[src/rtl/ex_pkg.sv]
// ex_pkg: shared definitions for the execute stage.
//   - ALU/MDU operation codes (4-bit)
//   - FSM state type for the execute stage controller
//   - divide-by-zero result constants
//   - helper identifying operations that use the iterative engine
package ex_pkg;

  localparam logic [3:0] OP_ADD  = 4'd0;
  localparam logic [3:0] OP_SUB  = 4'd1;
  localparam logic [3:0] OP_AND  = 4'd2;
  localparam logic [3:0] OP_OR   = 4'd3;
  localparam logic [3:0] OP_XOR  = 4'd4;
  localparam logic [3:0] OP_SLL  = 4'd5;
  localparam logic [3:0] OP_SRL  = 4'd6;
  localparam logic [3:0] OP_SLT  = 4'd7;
  localparam logic [3:0] OP_MUL  = 4'd8;
  localparam logic [3:0] OP_DIVU = 4'd9;
  localparam logic [3:0] OP_REMU = 4'd10;

  // Divide by zero: every quotient bit is this value (all ones); the
  // remainder equals the dividend, which the restoring algorithm yields
  // naturally when the divisor is zero.
  localparam logic DIV0_QUO_BIT = 1'b1;

  typedef enum logic [1:0] {
    ST_IDLE,
    ST_ITER,
    ST_HOLD
  } state_t;

  function automatic logic is_iter_op(input logic [3:0] op);
    return (op == OP_MUL) || (op == OP_DIVU) || (op == OP_REMU);
  endfunction

endpackage

[src/rtl/ex_mc_stage_mul_div_iter.sv]
// mul_div_iter: iterative multiply / unsigned divide engine.
//   One shift-add (MUL) or restoring-subtract (DIVU/REMU) step per cycle,
//   WIDTH steps per operation.
// Ports:
//   clk, rst_n  clock, async active-low reset
//   clear       synchronous abort of the running operation
//   start       latch operands a/b and op, begin iterating
//   op          operation code (OP_MUL / OP_DIVU / OP_REMU)
//   a, b        operands (multiplicand/multiplier or dividend/divisor)
//   done        high during the cycle whose edge completes the final step
//   result      value after the final step (valid while done is high)
module mul_div_iter
  import ex_pkg::*;
#(
  parameter int unsigned WIDTH = 16
) (
  input  logic             clk,
  input  logic             rst_n,
  input  logic             clear,
  input  logic             start,
  input  logic [3:0]       op,
  input  logic [WIDTH-1:0] a,
  input  logic [WIDTH-1:0] b,
  output logic             done,
  output logic [WIDTH-1:0] result
);

  localparam int unsigned CNT_W = $clog2(WIDTH) + 1;
  localparam logic [CNT_W-1:0] LAST = CNT_W'(WIDTH - 1);

  logic             running;
  logic [CNT_W-1:0] cnt;
  logic             is_mul;
  logic             rem_sel;
  logic             div0;

  // MUL: acc = partial product, opa = shifted multiplicand, opb = multiplier
  // DIV: acc = partial remainder, opa = dividend shifting into quotient,
  //      opb = divisor
  logic [WIDTH-1:0] acc, opa, opb;
  logic [WIDTH-1:0] acc_nxt, opa_nxt, opb_nxt;
  logic [WIDTH:0]   trial;
  logic [WIDTH-1:0] quo;

  always_comb begin
    acc_nxt = acc;
    opa_nxt = opa;
    opb_nxt = opb;
    trial   = '0;
    if (is_mul) begin
      if (opb[0]) acc_nxt = acc + opa;
      opa_nxt = opa << 1;
      opb_nxt = opb >> 1;
    end else begin
      trial = {acc, opa[WIDTH-1]};
      if (trial >= {1'b0, opb}) begin
        acc_nxt = WIDTH'(trial - {1'b0, opb});
        opa_nxt = {opa[WIDTH-2:0], 1'b1};
      end else begin
        acc_nxt = trial[WIDTH-1:0];
        opa_nxt = {opa[WIDTH-2:0], 1'b0};
      end
    end
  end

  // The final step is forwarded combinationally so the caller can register
  // the result on the same edge that completes the last iteration.
  assign done = running && (cnt == LAST);
  assign quo  = div0 ? {WIDTH{DIV0_QUO_BIT}} : opa_nxt;
  assign result = (is_mul || rem_sel) ? acc_nxt : quo;

  always_ff @(posedge clk or negedge rst_n) begin
    if (!rst_n) begin
      running <= 1'b0;
      cnt     <= '0;
      is_mul  <= 1'b0;
      rem_sel <= 1'b0;
      div0    <= 1'b0;
      acc     <= '0;
      opa     <= '0;
      opb     <= '0;
    end else if (clear) begin
      running <= 1'b0;
      cnt     <= '0;
    end else if (start) begin
      running <= 1'b1;
      cnt     <= '0;
      is_mul  <= (op == OP_MUL);
      rem_sel <= (op == OP_REMU);
      div0    <= (b == '0);
      acc     <= '0;
      opa     <= a;
      opb     <= b;
    end else if (running) begin
      acc <= acc_nxt;
      opa <= opa_nxt;
      opb <= opb_nxt;
      if (done) begin
        running <= 1'b0;
        cnt     <= '0;
      end else begin
        cnt <= cnt + 1'b1;
      end
    end
  end

endmodule

[src/rtl/ex_mc_stage.sv]
// ex_mc_stage: execute stage with operand forwarding, single-cycle ALU and
// an iterative multiply/divide engine; results are registered behind a
// valid/ready handshake.
// Ports:
//   clk, rst_n, flush           clock, async active-low reset, sync kill
//   in_valid / in_ready         upstream handshake (ID/EX)
//   alu_op, alu_src             operation code, operand-B source select
//   pc_in, rs1_data, rs2_data, imm, rd   instruction operands
//   forward_a, forward_b, fwd_data       forwarding selects and sources
//   out_valid / out_ready       downstream handshake (EX2/MEM)
//   alu_result, branch_target, zero, rd_out   registered results
//   busy                        multi-cycle operation iterating
module ex_mc_stage
  import ex_pkg::*;
#(
  parameter int unsigned WIDTH   = 16,
  parameter int unsigned NUM_FWD = 2,
  parameter int unsigned RD_W    = 4,
  parameter int unsigned FSEL_W  = $clog2(NUM_FWD + 1)
) (
  input  logic                     clk,
  input  logic                     rst_n,
  input  logic                     flush,
  input  logic                     in_valid,
  output logic                     in_ready,
  input  logic [3:0]               alu_op,
  input  logic                     alu_src,
  input  logic [WIDTH-1:0]         pc_in,
  input  logic [WIDTH-1:0]         rs1_data,
  input  logic [WIDTH-1:0]         rs2_data,
  input  logic [WIDTH-1:0]         imm,
  input  logic [RD_W-1:0]          rd,
  input  logic [FSEL_W-1:0]        forward_a,
  input  logic [FSEL_W-1:0]        forward_b,
  input  logic [NUM_FWD*WIDTH-1:0] fwd_data,
  output logic                     out_valid,
  input  logic                     out_ready,
  output logic [WIDTH-1:0]         alu_result,
  output logic [WIDTH-1:0]         branch_target,
  output logic                     zero,
  output logic [RD_W-1:0]          rd_out,
  output logic                     busy
);

  localparam int unsigned SH_W = $clog2(WIDTH);

  // Forwarding sources and operand muxes
  logic [WIDTH-1:0] fwd_src [NUM_FWD];
  logic [WIDTH-1:0] op_a, fwd_b, op_b;

  for (genvar i = 0; i < NUM_FWD; i++) begin : g_fwd
    assign fwd_src[i] = fwd_data[i*WIDTH +: WIDTH];
  end

  // Select values beyond NUM_FWD fall through to register data.
  always_comb begin
    op_a  = rs1_data;
    fwd_b = rs2_data;
    for (int unsigned k = 1; k <= NUM_FWD; k++) begin
      if (forward_a == FSEL_W'(k)) op_a  = fwd_src[k-1];
      if (forward_b == FSEL_W'(k)) fwd_b = fwd_src[k-1];
    end
    op_b = alu_src ? imm : fwd_b;
  end

  // Single-cycle ALU
  logic [WIDTH-1:0] alu_val;

  always_comb begin
    alu_val = '0;
    case (alu_op)
      OP_ADD:  alu_val = op_a + op_b;
      OP_SUB:  alu_val = op_a - op_b;
      OP_AND:  alu_val = op_a & op_b;
      OP_OR:   alu_val = op_a | op_b;
      OP_XOR:  alu_val = op_a ^ op_b;
      OP_SLL:  alu_val = op_a << op_b[SH_W-1:0];
      OP_SRL:  alu_val = op_a >> op_b[SH_W-1:0];
      OP_SLT:  alu_val = WIDTH'($signed(op_a) < $signed(op_b));
      default: alu_val = '0;
    endcase
  end

  // Controller
  state_t state, state_nxt;
  logic   accept, consume;
  logic   load_single, load_iter, eng_start;
  logic   eng_done;
  logic [WIDTH-1:0] eng_result;
  logic [WIDTH-1:0] pend_bt;
  logic [RD_W-1:0]  pend_rd;

  assign in_ready = rst_n && (state == ST_IDLE) && (!out_valid || out_ready) && !flush;
  assign accept   = in_valid && in_ready;
  assign consume  = out_valid && out_ready;
  assign busy     = (state == ST_ITER);

  always_comb begin
    state_nxt   = state;
    load_single = 1'b0;
    load_iter   = 1'b0;
    eng_start   = 1'b0;
    case (state)
      ST_IDLE: begin
        if (accept) begin
          if (is_iter_op(alu_op)) begin
            eng_start = 1'b1;
            state_nxt = ST_ITER;
          end else begin
            load_single = 1'b1;
            state_nxt   = out_ready ? ST_IDLE : ST_HOLD;
          end
        end
      end
      ST_ITER: begin
        if (eng_done) begin
          load_iter = 1'b1;
          state_nxt = ST_HOLD;
        end
      end
      ST_HOLD: begin
        if (consume) state_nxt = ST_IDLE;
      end
      default: state_nxt = ST_IDLE;
    endcase
    if (flush) begin
      state_nxt   = ST_IDLE;
      load_single = 1'b0;
      load_iter   = 1'b0;
      eng_start   = 1'b0;
    end
  end

  mul_div_iter #(
    .WIDTH(WIDTH)
  ) u_mdu (
    .clk    (clk),
    .rst_n  (rst_n),
    .clear  (flush),
    .start  (eng_start),
    .op     (alu_op),
    .a      (op_a),
    .b      (op_b),
    .done   (eng_done),
    .result (eng_result)
  );

  always_ff @(posedge clk or negedge rst_n) begin
    if (!rst_n) begin
      state         <= ST_IDLE;
      out_valid     <= 1'b0;
      alu_result    <= '0;
      branch_target <= '0;
      zero          <= 1'b0;
      rd_out        <= '0;
      pend_bt       <= '0;
      pend_rd       <= '0;
    end else begin
      state <= state_nxt;
      if (eng_start) begin
        pend_bt <= pc_in + imm;
        pend_rd <= rd;
      end
      if (flush) begin
        out_valid <= 1'b0;
      end else if (load_single) begin
        out_valid     <= 1'b1;
        alu_result    <= alu_val;
        zero          <= (alu_val == '0);
        branch_target <= pc_in + imm;
        rd_out        <= rd;
      end else if (load_iter) begin
        out_valid     <= 1'b1;
        alu_result    <= eng_result;
        zero          <= (eng_result == '0);
        branch_target <= pend_bt;
        rd_out        <= pend_rd;
      end else if (consume) begin
        out_valid <= 1'b0;
      end
    end
  end

endmodule

[config.mk]
export PLATFORM = sky130hd
export DESIGN_NAME = ex_mc_stage
export DESIGN_NICKNAME = d
export VERILOG_FILES = /design/src/rtl/ex_pkg.sv /design/src/rtl/ex_mc_stage_mul_div_iter.sv /design/src/rtl/ex_mc_stage.sv
export SDC_FILE = /design/constraint.sdc
export NUM_CORES = 1
export LEC_CHECK = 0
export CELL_PAD_IN_SITES_DETAIL_PLACEMENT = 1
export CELL_PAD_IN_SITES_GLOBAL_PLACEMENT = 1
export CORE_MARGIN = 3
export CORE_UTILIZATION = 45
export CTS_BUF_LIST = sky130_fd_sc_hd__clkbuf_4 sky130_fd_sc_hd__clkbuf_8 sky130_fd_sc_hd__clkbuf_16
export DETAILED_ROUTE_END_ITERATION = 8
export PLACE_DENSITY_LB_ADDON = 0.1
export SYNTH_ARGS = -nofsm -noshare
export SYNTH_HDL_FRONTEND = slang
export SYNTH_SLANG_ARGS = --single-unit
[constraint.sdc]
create_clock -name clk -period 5.3 [get_ports clk]
set_clock_uncertainty 0.15 [all_clocks]
set_input_delay 0.795 -clock clk [delete_from_list [all_inputs] [get_ports clk]]
set_output_delay 0.795 -clock clk [all_outputs]
set_load 0.01 [all_outputs]
-- Word-level counts from Yosys, hierarchy flattened
Index checks and enable logic that the tools add are counted.
- flip-flop bits (word level): 117
- input bits: 114
- output and inout port bits: 40
- word-level logic and storage cells: 135
- add/subtract/negate cells: 6
- magnitude comparators: 2
- reduce and logical (&&, ||, !) cells: 27
- equal/unequal tests: 20
- multiplexer cells: 58
- shift-type cells: 2
- bitwise logic cells: 4
- operators with widths (kind ; number):
    $mux 16 ; 21
    $pmux 16 s8 ; 1
    $add 16x16->16 ; 3
    $logic_not 16->1 ; 3
    $sub 16x16->16 ; 2
    $mux 1 ; 23
    $mux 5 ; 4
    $ge 17x16->1 ; 1
    $and 16x16->16 ; 1
    $eq 4x3->1 const B ; 4
    $lt 16x16->1 ; 1
    $or 16x16->16 ; 1
    $shl 16x4->16 ; 1
    $shr 16x4->16 ; 1
    $xor 16x16->16 ; 1
    $eq 4x4->1 const B ; 3
    $mux 2 ; 6
    $eq 4x2->1 const B ; 2
    $mux 4 ; 2
    $eq 2x1->1 const B ; 3
    $eq 2x2->1 const B ; 3
    $logic_and 1x1->1 ; 6
    $ne 3x3->1 const B ; 2
    $pmux 2 s3 ; 1
    other kinds (14) ; 23

-- Logic depth before layout (Yosys ltp)
- depth after elaboration: 10
- depth in mapped cells: 20

-- Hierarchy
A second synthesis with hierarchy kept.
- cells, all modules: 1645
- area, all modules: 13012.5 sq um
- modules (own cells, without submodules) (module ; times used ; sequential area each (sq um) ; cells each ; area each (sq um)):
    ex_mc_stage ; 1 ; 1501.4 ; 1072 ; 8217.9
    mul_div_iter ; 1 ; 1426.4 ; 573 ; 4794.6

-- Least setup slack after synthesis
OpenSTA, ideal clock, no wires.
- path type: input-to-reg
- start: input forward_b[0]
- end: register zero
- slack: 0.441 ns
- library setup time: 0.092 ns
- stages on the path: 19
- arrival: 4.617 ns
- buffers on the path: 4
- cells stage by stage: buf_6 -> buf_4 -> clkbuf_1 -> clkbuf_1 -> mux2i_1 -> a211oi_1 -> a21oi_1 -> ha_1 -> inv_1 -> o311ai_1 -> a2111o_1 -> a2111o_1 -> a41oi_2 -> mux2i_1 -> a211oi_2 -> and2_0 -> and4b_1 -> a22oi_2 -> o31ai_2
- longest elaborated chain between the ends: 8
- elaborated cells on any way between the ends: 16
- classes of those cells: add/sub: 2; order compare: 1; eq/ne: 2; shift: 2; mux: 5; bitwise: 3; reduce/logical: 1
- ends and longest elaborated chain (what ; RTL line ; RTL):
    from (decl) ; ex_mc_stage.sv:34 ; input logic [FSEL_W-1:0] forward_b,
    $eq 2x1->1 ; ex_mc_stage.sv:61 ; if (forward_b == FSEL_W'(k)) fwd_b = fwd_src[k-1];
    $mux 16 ; ex_mc_stage.sv:61 ;
    $mux 16 (*) ; ex_mc_stage.sv:61 ;
    $mux 16 (*) ; ex_mc_stage.sv:63 ; op_b = alu_src ? imm : fwd_b;
    $sub 16x16->16 (tied with other cells) ; ex_mc_stage.sv:73 ; OP_SUB: alu_val = op_a - op_b;
    $pmux 16 s8 (*) ; ex_mc_stage.sv:71 ; case (alu_op)
    $logic_not 16->1 (*) ; ex_mc_stage.sv:169 ; zero <= (alu_val == '0);
    $mux 1 (*) ; ex_mc_stage.sv:166 ; end else if (load_single) begin
    to (signal assigned) ; ex_mc_stage.sv:169 ;
    to (signal assigned) ; ex_mc_stage.sv:175 ; zero <= (eng_result == '0);
    to (decl) ; ex_mc_stage.sv:40 ; output logic zero,
Every way passes the cells marked *; elsewhere a longest branch is shown, timed or not.
A chain may end at the register's enable or synchronous reset.

-- Worst setup path in the final report
- start: input alu_src
- end: register zero
- longest elaborated chain between the ends: 5
- elaborated cells on any way between the ends: 12
- classes of those cells: add/sub: 2; order compare: 1; shift: 2; mux: 3; bitwise: 3; reduce/logical: 1
- ends and longest elaborated chain (what ; RTL line ; RTL):
    from (decl) ; ex_mc_stage.sv:27 ; input logic alu_src,
    $mux 16 (*) ; ex_mc_stage.sv:63 ;
    $sub 16x16->16 (tied with other cells) ; ex_mc_stage.sv:73 ;
    $pmux 16 s8 (*) ; ex_mc_stage.sv:71 ;
    $logic_not 16->1 (*) ; ex_mc_stage.sv:169 ;
    $mux 1 (*) ; ex_mc_stage.sv:166 ;
Marked as above.

==> impl_results.md <==
* Status: completed
* Worst EP required at 5.47 ns
* Post-Syn Area at 12900 um2
* Vias at 14370
* LEAKAGE at 6.851 nW
* Main synth FF type: dfrtp_1
* Detailed Routing Iterations Pass 1 at 6
* Final RePlAce weighted congestion at 1.030
* Worst-margin pin slew at 0.8759 ns
* DRC Markers at 0
* Cts hold-fix bufs at 0
* Setup Viol. Count Final at 0
* Detailed router's first-iteration violation count at 1452
* Worst setup SP type: input port
* CTS resizes at 0
* Non-Filler Cell Area, Final at 15680 um2
* Syn Inst Count at 1640
* Critical path buffer and inverter count at 2
* Port Buffer Count at 153
* Worst path max stage delay at 0.57 ns
* Layout area overhead at 21.54%
* CP cell instances: clkdlybuf4s50_1 > buf_4 > nor2b_1 > or2_1 > ha_1 > o2111ai_1 > a31oi_1 > a21boi_0 > and2_1 > o31a_1 > a2111oi_2 > nand3_1 > nor4_2 > a22oi_2 > o31ai_2
* Setup crit end kind: flop
* Syn avg cell area at 7.866 um2
* Fin. Hold Viols at 0
* Placed insts at 2169
* Slew Limit Fails at 0
* CTS tree: done
* Stages on the worst setup path at 15
* IO Pins at 154
* Top delay family on crit path: compound AO/OA/AOI/OAI gates
* Clock Latency Late Sink at 0.42 ns
* First-pass GRT wire length at 88470 um
* Nets@finish at 2034
* Via count of the first global-routing pass at 14800
* Pwr/cell area at 411.7 nW/um2
* Die Y at 175.3 um
* Clock transition at path regs at 0.06 ns
* Top cells by count, synth: nand2_1, nor2_1, a21oi_1, dfrtp_1, ha_1
* Yosys reg bits at 117
* Seq/Total Area, Yosys at 22.70%
* Post-Synthesis Net Count at 1864
* Largest net degree at the start of global routing at 83
* Minimum clock period at 5.001 ns
* Sinks on Clock Net at 117
* Vias per cell at 6.526
* Worst-path fanout max at 26
* Worst R2R Path Depth at 14
* Post-Route WL at 58000 um
* Post-synth ARST share at 100.0%
* Worst hold path class: flop to flop
* Post-DRT Antenna Nets at 0
* Clock tree root buffer cell: clkbuf_16
* Post-synth EDFFs at 0
* Synth top area share at 22.70%
* Share of layout cells above drive strength 1 at 11.25%
* Synth top area cells: dfrtp_1, ha_1, mux2i_1, nand2_1, a21oi_1
* R2r setup slk at 1.05 ns
* RSZ-0062 raised after global routing: false
* Yosys top cell by area: dfrtp_1
* Total GRT Usage at 37.06%
* Max Cap Viol at 0
* Post-route insts no fill at 2202
* Synth cell types at 100
* Detailed Place HPWL at 45180 um
* CTS Buf Count at 17
* Most common cell in the netlist: nand2_1
* Num rows at 61
* Avg WL per Cell at 26.34 um
* Yosys warns at 0
* Fill count at 3450
* Die area at 30730 um2
* Initial core utilization at 46.05%
* Initial antenna violation count at 1
* Slowest-stage cell, CP: a31oi_1
* Post-CTS setup buffers at 0
* Crit share post-route at 94.35%
* DP Area at 15090 um2
* Critical path arrival at 5.17 ns
* Rel. slew slack at 41.61%
* Peak VDD IR at 0.0002352 V
* Core region area at 28010 um2
* H-tree Lvls at 4
* F_max at 200.0 MHz
* Crit Path Class: input port to flop
* Hold Path Depth at 2
* Clock Path Buffers at 2
* Grt ovf at 0
* Die Wd at 175.3 um
## metal layers
layer  part of all wire, %  up-vias  track usage [%]
met4                   5.0        0            16.46
met1                    40     7237            45.92
met5                     0        -                0
met2                    49      573            64.37
met3                   6.2      153            4.885
li1                      -     6407                -
## where the power goes
group	switching (W)	internal, W	total [W]
registers	0.000323	0.00113	0.00146
logic	0.00226	0.00160	0.00386
clock network	0.000483	0.000657	0.00114
## state kept, by name, indices dropped and copies added (netlist names), 2 cells and up
signal	flops
pend_rd	4
u_mdu.acc	16
u_mdu.cnt	5
rd_out	4
u_mdu.opb	16
branch_target	16
u_mdu.opa	16
state	2
alu_result	16
pend_bt	16
## stage by stage
stage / total power [W] / TNS [ns] / util [%] / setup slack, ns / hold WS [ns]
finish: 0.006455 / 0 / 55.97 / 0.2992 / 0.3289
global route: 0.006850 / 0 / 55.97 / 0.04333 / 0.3608
CTS: 0.006388 / 0 / 55.92 / 0.3530 / 0.3333
detailed placement: 0.005178 / -0.06618 / 53.88 / -0.06618 / 0.3131
global placement: 0.005053 / 0 / 53.88 / 0.1394 / 0.3080
floorplan: 0.003901 / 0 / - / 0.4409 / 0.2961
## cells in the final DEF, fill, tap and decap left out, types with 12 or more instances in the layout
cell type,netlist,final
a211oi_1,42,42
a21o_1,18,18
a21oi_1,125,125
a221o_1,17,17
a22oi_1,28,28
a31oi_1,17,16
and3_1,12,12
buf_4,14,96
clkbuf_16,0,17
clkdlybuf4s50_1,0,150
dfrtp_1,117,117
ha_1,105,105
inv_1,77,77
mux2i_1,72,72
nand2_1,192,192
nand2b_1,18,18
nand3_1,64,64
nand4_1,12,12
nor2_1,126,124
nor2b_1,34,34
nor3_1,37,37
o211ai_1,21,21
o21ai_0,92,92
o21ai_1,23,23
o221ai_1,20,20
o22ai_1,13,13
xnor2_1,27,27
xor2_1,17,17
## cell families (layout without fill, tap and decap cells)
kind of cell | Yosys count | after routing | synth area share, %
AOI/OAI and AO/OA | 552 | 552 | 29.89
xor gates and xnor gates | 44 | 44 | 2.987
adders and majority gates | 110 | 110 | 10.96
buffers and inverters | 180 | 363 | 6.479
DFF | 117 | 117 | 22.70
muxes | 85 | 85 | 6.809
other | 0 | 1 | 0
and+or+nand+nor | 552 | 552 | 20.17
## worst register-to-register path, cell delays in order, from the launching register on
cell      delay, ns
dfrtp_1        0.41
inv_1          0.13
ha_1           0.29
inv_1          0.08
fa_1           0.44
a211oi_1       0.37
o21a_1         0.22
o22ai_1        0.12
o41ai_1        0.53
o21bai_1       0.18
a21oi_1        0.22
xnor2_1        0.14
a21oi_1        0.11
a211oi_1       0.56
a221o_1        0.24
## path summary, 6_finish.rpt
path | to | start
setup / recovery | zero$_DFFE_PN0P_ | alu_src
hold / removal | pend_bt[10]$_DFFE_PN0P_ | pend_bt[10]$_DFFE_PN0P_
setup reg to reg | alu_result[14]$_DFFE_PN0P_ | u_mdu.opa[15]$_DFFE_PN0P_
hold reg to reg | pend_bt[10]$_DFFE_PN0P_ | pend_bt[10]$_DFFE_PN0P_
max in group asynchronous | u_mdu.acc[7]$_DFFE_PN0P_ | rst_n
min in group asynchronous | rd_out[2]$_DFFE_PN0P_ | rst_n
## area by class of cell
type | count | area [um2] | area share, %
timing repair buffer | 248 | 2232 | 14.24
multi-input combinational | 1343 | 9158 | 58.41
tap | 378 | 473.0 | 3.017
sequential | 117 | 2928 | 18.67
clock inverter | 15 | 146.4 | 0.9337
clock buffer | 17 | 425.4 | 2.713
antenna | 1 | 2.502 | 0.01596
inverter | 83 | 314.1 | 2.003
Note: power is estimated with default switching activity, not from simulation.
